## config.mk

```make
export PLATFORM = sky130hd
export DESIGN_NAME = pipelined_control_unit
export DESIGN_NICKNAME = d
export VERILOG_FILES = /design/src/rtl/pipelined_control_unit.sv
export SDC_FILE = /design/constraint.sdc
export NUM_CORES = 1
export LEC_CHECK = 0
export CAP_MARGIN = 0
export CORE_MARGIN = 4
export CORE_UTILIZATION = 28
export CTS_BUF_LIST = sky130_fd_sc_hd__clkbuf_8 sky130_fd_sc_hd__clkbuf_16
export DETAILED_ROUTE_END_ITERATION = 12
export HOLD_SLACK_MARGIN = 0.05
export SKIP_LAST_GASP = 1
export SYNTH_ARGS = -nofsm -noshare
export SYNTH_HDL_FRONTEND = slang
export SYNTH_SLANG_ARGS = --single-unit
```

## constraint.sdc

```tcl
create_clock -name clk -period 4.8 [get_ports clk]
set_clock_uncertainty 0.05 [all_clocks]
set_input_delay 1.44 -clock clk [delete_from_list [all_inputs] [get_ports clk]]
set_output_delay 1.44 -clock clk [all_outputs]
set_load 0.005 [all_outputs]
```

## src/rtl/pipelined_control_unit.sv

```systemverilog
`default_nettype none
// ============================================================================
//  Module      : pipelined_control_unit
//  Description : ID-stage decoder and ID/EX control register for a five-stage
//                LEGv8-style pipeline. Produces the combinational branch and
//                hazard decisions in ID, the registered EX control bundle,
//                and the architectural NZCV register.
//                Optional feature macro: CTRL_FLAG_FWD_EN. When it is defined,
//                a B.cond in ID uses the NZCV result of the flag-setting
//                instruction in EX directly. When it is undefined, the B.cond
//                stalls for one cycle and then reads flags_q.
//  Revision    : 1.0 - initial release
// ============================================================================
module pipelined_control_unit #(
    parameter int REG_AW  = 5,
    parameter int ALUOP_W = 3
) (
    input  logic               clk,
    input  logic               reset,
    input  logic [31:0]        instr,
    input  logic               id_valid,
    input  logic               stall_in,
    input  logic               flush,
    input  logic [3:0]         alu_nzcv,
    input  logic               cbz_zero,
    output logic               reg2loc,
    output logic               reg3loc,
    output logic               uncond_br,
    output logic               br_taken,
    output logic               is_br,
    output logic               hazard_stall,
    output logic               ex_valid,
    output logic               ex_reg_write,
    output logic               ex_alu_src,
    output logic               ex_is_addi,
    output logic               ex_mem_write,
    output logic               ex_read_en,
    output logic               ex_flag_en,
    output logic [1:0]         ex_mem_to_reg,
    output logic [ALUOP_W-1:0] ex_aluop,
    output logic [REG_AW-1:0]  ex_rd,
    output logic [3:0]         flags_q
);

    // Parameter sanity: refuse to elaborate an unsupported configuration
    if (ALUOP_W < 3 || ALUOP_W > 8) begin : g_bad_aluop_w
        $error("pipelined_control_unit: ALUOP_W must be within 3..8");
    end
    if (REG_AW < 5) begin : g_bad_reg_aw
        $error("pipelined_control_unit: REG_AW must be at least 5");
    end

    // Opcode fields
    localparam logic [10:0] c_OP_ADDS  = 11'b10101011000;
    localparam logic [10:0] c_OP_SUBS  = 11'b11101011000;
    localparam logic [10:0] c_OP_LDUR  = 11'b11111000010;
    localparam logic [10:0] c_OP_STUR  = 11'b11111000000;
    localparam logic [10:0] c_OP_BR    = 11'b11010110000;
    localparam logic [9:0]  c_OP_ADDI  = 10'b1001000100;
    localparam logic [7:0]  c_OP_CBZ   = 8'b10110100;
    localparam logic [7:0]  c_OP_BCOND = 8'b01010100;
    localparam logic [5:0]  c_OP_B     = 6'b000101;
    localparam logic [5:0]  c_OP_BL    = 6'b100101;

    // ALU operation codes and write-back selects
    localparam logic [ALUOP_W-1:0] c_ALU_PASSB = ALUOP_W'(0);
    localparam logic [ALUOP_W-1:0] c_ALU_ADD   = ALUOP_W'(2);
    localparam logic [ALUOP_W-1:0] c_ALU_SUB   = ALUOP_W'(3);
    localparam logic [1:0]         c_WB_ALU    = 2'b00;
    localparam logic [1:0]         c_WB_MEM    = 2'b01;
    localparam logic [1:0]         c_WB_PC4    = 2'b10;
    localparam logic [REG_AW-1:0]  c_REG_LR    = REG_AW'(30);
    localparam logic [REG_AW-1:0]  c_REG_ZR    = REG_AW'(31);

    typedef struct packed {
        logic               valid;
        logic               reg_write;
        logic               alu_src;
        logic               is_addi;
        logic               mem_write;
        logic               read_en;
        logic               flag_en;
        logic [1:0]         mem_to_reg;
        logic [ALUOP_W-1:0] aluop;
        logic [REG_AW-1:0]  rd;
    } ex_bundle_t;

    ex_bundle_t r_ex;
    ex_bundle_t w_dec;
    logic [3:0] r_flags;

    logic w_is_addi, w_is_adds, w_is_subs, w_is_ldur, w_is_stur;
    logic w_is_b, w_is_bl, w_is_br, w_is_cbz, w_is_bcond, w_known;
    logic w_uses_rn, w_uses_rm, w_uses_rt;
    logic w_load_use, w_flag_hz, w_ex_flags_live, w_id_live, w_go, w_kill;
    logic w_cond_base, w_cond_ok;
    logic [3:0] w_flags_src;
    logic [3:0] w_cond;
    logic w_unused;

    // Shift-amount field is never consulted by the control path
    assign w_unused = ^instr[15:10];

    assign w_is_addi  = (instr[31:22] == c_OP_ADDI);
    assign w_is_adds  = (instr[31:21] == c_OP_ADDS);
    assign w_is_subs  = (instr[31:21] == c_OP_SUBS);
    assign w_is_ldur  = (instr[31:21] == c_OP_LDUR);
    assign w_is_stur  = (instr[31:21] == c_OP_STUR);
    assign w_is_br    = (instr[31:21] == c_OP_BR);
    assign w_is_cbz   = (instr[31:24] == c_OP_CBZ);
    assign w_is_bcond = (instr[31:24] == c_OP_BCOND);
    assign w_is_b     = (instr[31:26] == c_OP_B);
    assign w_is_bl    = (instr[31:26] == c_OP_BL);
    assign w_known    = w_is_addi | w_is_adds | w_is_subs | w_is_ldur | w_is_stur |
                        w_is_b | w_is_bl | w_is_br | w_is_cbz | w_is_bcond;

    // Which register fields the ID instruction actually reads
    assign w_uses_rn = w_is_addi | w_is_adds | w_is_subs | w_is_ldur | w_is_stur;
    assign w_uses_rm = w_is_adds | w_is_subs;
    assign w_uses_rt = w_is_stur | w_is_cbz | w_is_br;

    // Load-use: the EX load's destination is consumed here; XZR never conflicts
    assign w_load_use = r_ex.valid & r_ex.read_en & (r_ex.rd != c_REG_ZR) &
                        ((w_uses_rn & (r_ex.rd == REG_AW'(instr[9:5])))  |
                         (w_uses_rm & (r_ex.rd == REG_AW'(instr[20:16]))) |
                         (w_uses_rt & (r_ex.rd == REG_AW'(instr[4:0]))));

    assign w_ex_flags_live = r_ex.valid & r_ex.flag_en;

`ifdef CTRL_FLAG_FWD_EN
    assign w_flags_src = w_ex_flags_live ? alu_nzcv : r_flags;
    assign w_flag_hz   = 1'b0;
`else
    assign w_flags_src = r_flags;
    assign w_flag_hz   = w_is_bcond & w_ex_flags_live;
`endif

    assign w_cond = instr[3:0];

    // Condition evaluation: cond[3:1] picks the test, cond[0] inverts it
    // except for 1111, which is an alias of AL.
    always_comb begin
        w_cond_base = 1'b1;
        case (w_cond[3:1])
            3'b000:  w_cond_base = w_flags_src[2];
            3'b001:  w_cond_base = w_flags_src[1];
            3'b010:  w_cond_base = w_flags_src[3];
            3'b011:  w_cond_base = w_flags_src[0];
            3'b100:  w_cond_base = w_flags_src[1] & ~w_flags_src[2];
            3'b101:  w_cond_base = (w_flags_src[3] == w_flags_src[0]);
            3'b110:  w_cond_base = ~w_flags_src[2] & (w_flags_src[3] == w_flags_src[0]);
            default: w_cond_base = 1'b1;
        endcase
        w_cond_ok = (w_cond[0] && (w_cond != 4'hF)) ? ~w_cond_base : w_cond_base;
    end

    assign w_id_live    = id_valid & ~flush;
    assign hazard_stall = w_id_live & (w_load_use | w_flag_hz);
    assign w_go         = w_id_live & ~hazard_stall;
    assign br_taken     = w_go & (w_is_b | w_is_bl | (w_is_cbz & cbz_zero) |
                                  (w_is_bcond & w_cond_ok));
    assign is_br        = w_go & w_is_br;
    assign reg2loc      = id_valid & w_uses_rt;
    assign reg3loc      = id_valid & w_is_bl;
    assign uncond_br    = id_valid & (w_is_b | w_is_bl);
    assign w_kill       = flush | hazard_stall | ~id_valid | ~w_known;

    // Build the EX control bundle for the instruction currently in ID
    always_comb begin
        w_dec       = '0;
        w_dec.valid = 1'b1;
        if (w_is_addi) begin
            w_dec.reg_write = 1'b1;
            w_dec.alu_src   = 1'b1;
            w_dec.is_addi   = 1'b1;
            w_dec.aluop     = c_ALU_ADD;
            w_dec.rd        = REG_AW'(instr[4:0]);
        end else if (w_is_adds || w_is_subs) begin
            w_dec.reg_write = 1'b1;
            w_dec.flag_en   = 1'b1;
            w_dec.aluop     = w_is_subs ? c_ALU_SUB : c_ALU_ADD;
            w_dec.rd        = REG_AW'(instr[4:0]);
        end else if (w_is_ldur) begin
            w_dec.reg_write  = 1'b1;
            w_dec.alu_src    = 1'b1;
            w_dec.read_en    = 1'b1;
            w_dec.mem_to_reg = c_WB_MEM;
            w_dec.aluop      = c_ALU_ADD;
            w_dec.rd         = REG_AW'(instr[4:0]);
        end else if (w_is_stur) begin
            w_dec.alu_src   = 1'b1;
            w_dec.mem_write = 1'b1;
            w_dec.aluop     = c_ALU_ADD;
        end else if (w_is_bl) begin
            w_dec.reg_write  = 1'b1;
            w_dec.mem_to_reg = c_WB_PC4;
            w_dec.rd         = c_REG_LR;
        end else if (w_is_cbz) begin
            w_dec.aluop = c_ALU_PASSB;
        end else begin
            w_dec.mem_to_reg = c_WB_ALU;
        end
    end

    // ID/EX register: flush always bubbles, otherwise advance unless held
    always_ff @(posedge clk or posedge reset) begin
        if (reset) begin
            r_ex <= '0;
        end else if (flush || !stall_in) begin
            r_ex <= w_kill ? '0 : w_dec;
        end
    end

    // Architectural NZCV: commit the EX result whenever EX advances
    always_ff @(posedge clk or posedge reset) begin
        if (reset) begin
            r_flags <= 4'b0000;
        end else if (w_ex_flags_live && !stall_in) begin
            r_flags <= alu_nzcv;
        end
    end

    assign ex_valid      = r_ex.valid;
    assign ex_reg_write  = r_ex.reg_write;
    assign ex_alu_src    = r_ex.alu_src;
    assign ex_is_addi    = r_ex.is_addi;
    assign ex_mem_write  = r_ex.mem_write;
    assign ex_read_en    = r_ex.read_en;
    assign ex_flag_en    = r_ex.flag_en;
    assign ex_mem_to_reg = r_ex.mem_to_reg;
    assign ex_aluop      = r_ex.aluop;
    assign ex_rd         = r_ex.rd;
    assign flags_q       = r_flags;

endmodule
`default_nettype wire

```

==> run_results.csv <==
group,metric,value,unit
min_path,worstHoldPathType,"reg2reg",
grt,track_usage,0.144,
clock_tree,cts.htree.levels,1,
logic_synthesis,synth_warnings,0,
floorplanning,io_pins,69,
route,wl_per_cell,14.5,um
sta,tightest_slew,1.04,ns
setup_path,worstSetupEndpointType,"primary output",
logic_synthesis,yosys.area.top_type,"dfrtp_1",
finish,largest_reg_flops,5,
placement,hpwl,4050,um
finish,nFillCells,520,
logic_synthesis,synth.avg_cell_area,8.93,sq um
route,num_vias,1753,
floorplanning,die_w,83.3,um
clock_tree,cts_hold_buf,0,
finish,multiInputGateArea,1190,sq um
logic_synthesis,synthTopCellsByArea,"dfrtp_1 30%, xnor2_1 7.2%, nand2_1 5.7%, o21ai_2 4.4%, mux2_1 3.5%",
placement,io_buffers,61,
clock_tree,clkTransAtPathRegs,0.07,ns
setup_path,crit_type,"in2out",
setup_path,crit_arrival,3.31,ns
sta,fin_crit_sh,1.00,
setup_path,slowest_delay,0.53,ns
clock_tree,cts_tree,"yes",
finish,fin_nets,328,
route,firstDrtPassIters,4,
logic_synthesis,synth-seq-cells,19,
min_path,hold_path_depth,2,
sta,fin_crit,4.80,ns
floorplanning,rows,27,
power_and_ir_drop,power,357,uW
finish,ff_latch_area,475,sq um
sta,drv_slew,0,
setup_path,crit_buf_inv,3,
logic_synthesis,ys.flop_type,"dfrtp_1",
sta,clock.fmax,0.208,GHz
min_path,hp-start,"ex_aluop[0]$_DFFE_PP0P_",
logic_synthesis,synth_area,1590,sq um
setup_path,rr_endpoint,"ex_rd[4]$_DFFE_PP0P_",
setup_path,cp_slowest_cell,"or4_4",
logic_synthesis,synth_edf_count,0,
sta,postLayoutSetupSlackWorst,-0.00132,ns
outcome,violations,"setup timing",
finish,drive_above_1_share,0.333,
setup_path,path_cells,"buf_8 > or4_4 > or3_4 > a211oi_4 > buf_4 > o21ai_4 > nand3_4 > a211oi_2 > buf_2",
sta,rsz0062_at_grt,"yes",
route,viasPerCell,4.91,
finish,fin_util,0.505,
setup_path,timing.rr.start,"ex_rd[3]$_DFFE_PP0P_",
clock_tree,cts_buffers,3,
grt,grt_pass1_vias,1706,
floorplanning,initial_core_util,0.289,
outcome,status,"complete, but fails checks",
floorplanning,dieHeight,83.3,um
setup_path,worstRegToRegCells,11,
job,cap_violations,0,
logic_synthesis,synth.distinct_cells,55,
sta,setup_viol,1,
floorplanning,core,5510,sq um
clock_tree,clk_path_buf_depth,2,
setup_path,crit_fanout,2,
placement,gp_congestion,0.827,
logic_synthesis,synth_top_area_frac,0.299,
logic_synthesis,seq_area_frac_synth,0.299,
finish,area_growth,75.0,%
grt,grt_overflow_total,0,
setup_path,worstPathRequired,3.31,ns
clock_tree,clkSinkCount,19,
power_and_ir_drop,power_density,129,nW/um^2
floorplanning,dieArea,6940,sq um
power_and_ir_drop,leakagePower,1.19,nW
min_path,holdPathEnd,"ex_aluop[0]$_DFFE_PP0P_",
logic_synthesis,syn-instance-count,178,
grt,grt_pass1_wl,8260,um
logic_synthesis,synthArstFlopShare,1.00,
setup_path,critPathLaunchType,"input pin",
power_and_ir_drop,peakVddDrop,84.2,uV
sta,relSlewSlack,0.307,
clock_tree,cts-root-buf,"clkbuf_8",
logic_synthesis,synthesis.nets,220,
route,first_iter_violations,91,
route,drc_errors,0,
finish,antenna_cells,0,
placement,preCtsSetupSlack,-0.640,ns
grt,grt_max_degree,20,
sta,hold_violations,0,
setup_path,cpLargestDelayFamily,"simple AND/OR/NAND/NOR gates",
route,routed_wl,5160,um
route,ant_nets,0,
grt,antenna_found_initial,0,
clock_tree,clkLatencyLatePin,0.26,ns
setup_path,r2r_setup_slack,2.63,ns
tightest hold or removal path, delay by kind of cell (launching register included):
family / cells / cell delay, ns
and+or+nand+nor: 1 / 0.06
DFF: 1 / 0.34
AOI/OAI and AO/OA: 1 / 0.05
logic make-up (layout without fill, tap and decap cells):
group,after synthesis,after routing,share of synthesized area
AO/OA/AOI/OAI,42,42,0.226
AND/OR/NAND/NOR,82,82,0.305
XOR/XNOR,16,16,0.0882
buffers and inverters,11,118,0.0307
other,1,1,0.00236
flip-flops,19,19,0.299
multiplexers,7,7,0.0488
where the power goes:
| part | switching (mW) | internal [mW] |
|---|---|---|
| combinational | 0.0362 | 0.0491 |
| clock | 0.0549 | 0.0570 |
| sequential | 0.000131 | 0.160 |
| total | 0.0913 | 0.266 |
synthesized netlist by cell type, types with 2 or more instances:
library cell	number
a211oi_1	2
a21oi_1	8
and2_1	4
and4b_1	2
buf_4	2
clkbuf_1	5
dfrtp_1	19
inv_1	3
mux2_1	5
nand2_1	24
nand2b_1	4
nand3_1	9
nand3b_1	2
nand4_1	4
nor2_1	4
nor2b_1	4
nor3_1	7
nor3b_1	4
o21ai_1	3
o21ai_2	8
o31ai_1	4
o31ai_2	3
or3_1	2
xnor2_1	13
xor2_1	3
area by class of cell:
cell class	instances	area share
Clock buffer	3	0.0148
Clock inverter	1	0.00135
Inverter	4	0.00540
Multi-Input combinational cell	148	0.430
Sequential cell	19	0.171
Tap cell	72	0.0324
Timing Repair Buffer	110	0.345
metrics by stage:
stage	area (sq um)	TNS, ns	hold WS, ns	cells
floorplan	1590	0	0.424	178
global placement	2570	-2.24	0.413	346
detailed placement	2570	-2.23	0.417	346
CTS	2670	-0.0317	0.433	352
global route	2780	-0.0507	0.447	357
finish	2780	-0.00132	0.428	357
placed cells by master (no fill, tap or decap), types with 5 or more instances in the layout:
cell type,synthesis,routed
dfrtp_1,19,19
o21ai_2,8,6
nand3_1,9,9
a21oi_1,8,8
xnor2_1,13,13
dlygate4sd2_1,0,8
nand2_1,24,24
buf_4,2,48
mux2_1,5,5
nor3_1,7,5
clkdlybuf4s50_1,0,43
worst max-delay path by stage:
stage,start,endpoint,slack (ns),cells past startpoint
final,instr[24],br_taken,-0.001,9
after global routing,instr[24],br_taken,-0.04,9
after CTS,instr[27],hazard_stall,-0.03,8
after detailed placement,instr[24],hazard_stall,-0.64,7
after global placement,instr[24],hazard_stall,-0.66,7
after floorplan,instr[24],br_taken,0.37,6
routing by layer:
layer	GRT usage	share of wire	up-vias
met2	0.239	0.49	55
met3	0.0228	0.046	8
met1	0.190	0.45	820
li1	-	-	870
met4	0.0475	0.015	0
met5	0	0	-
repair_timing:
action,CTS,global route
gates resized for setup,40,22
pin swaps,11,13
cloned,0,0
buffers inserted,3,5
endpoints found under the setup margin,4,5
(Power assumes the default switching activity.)
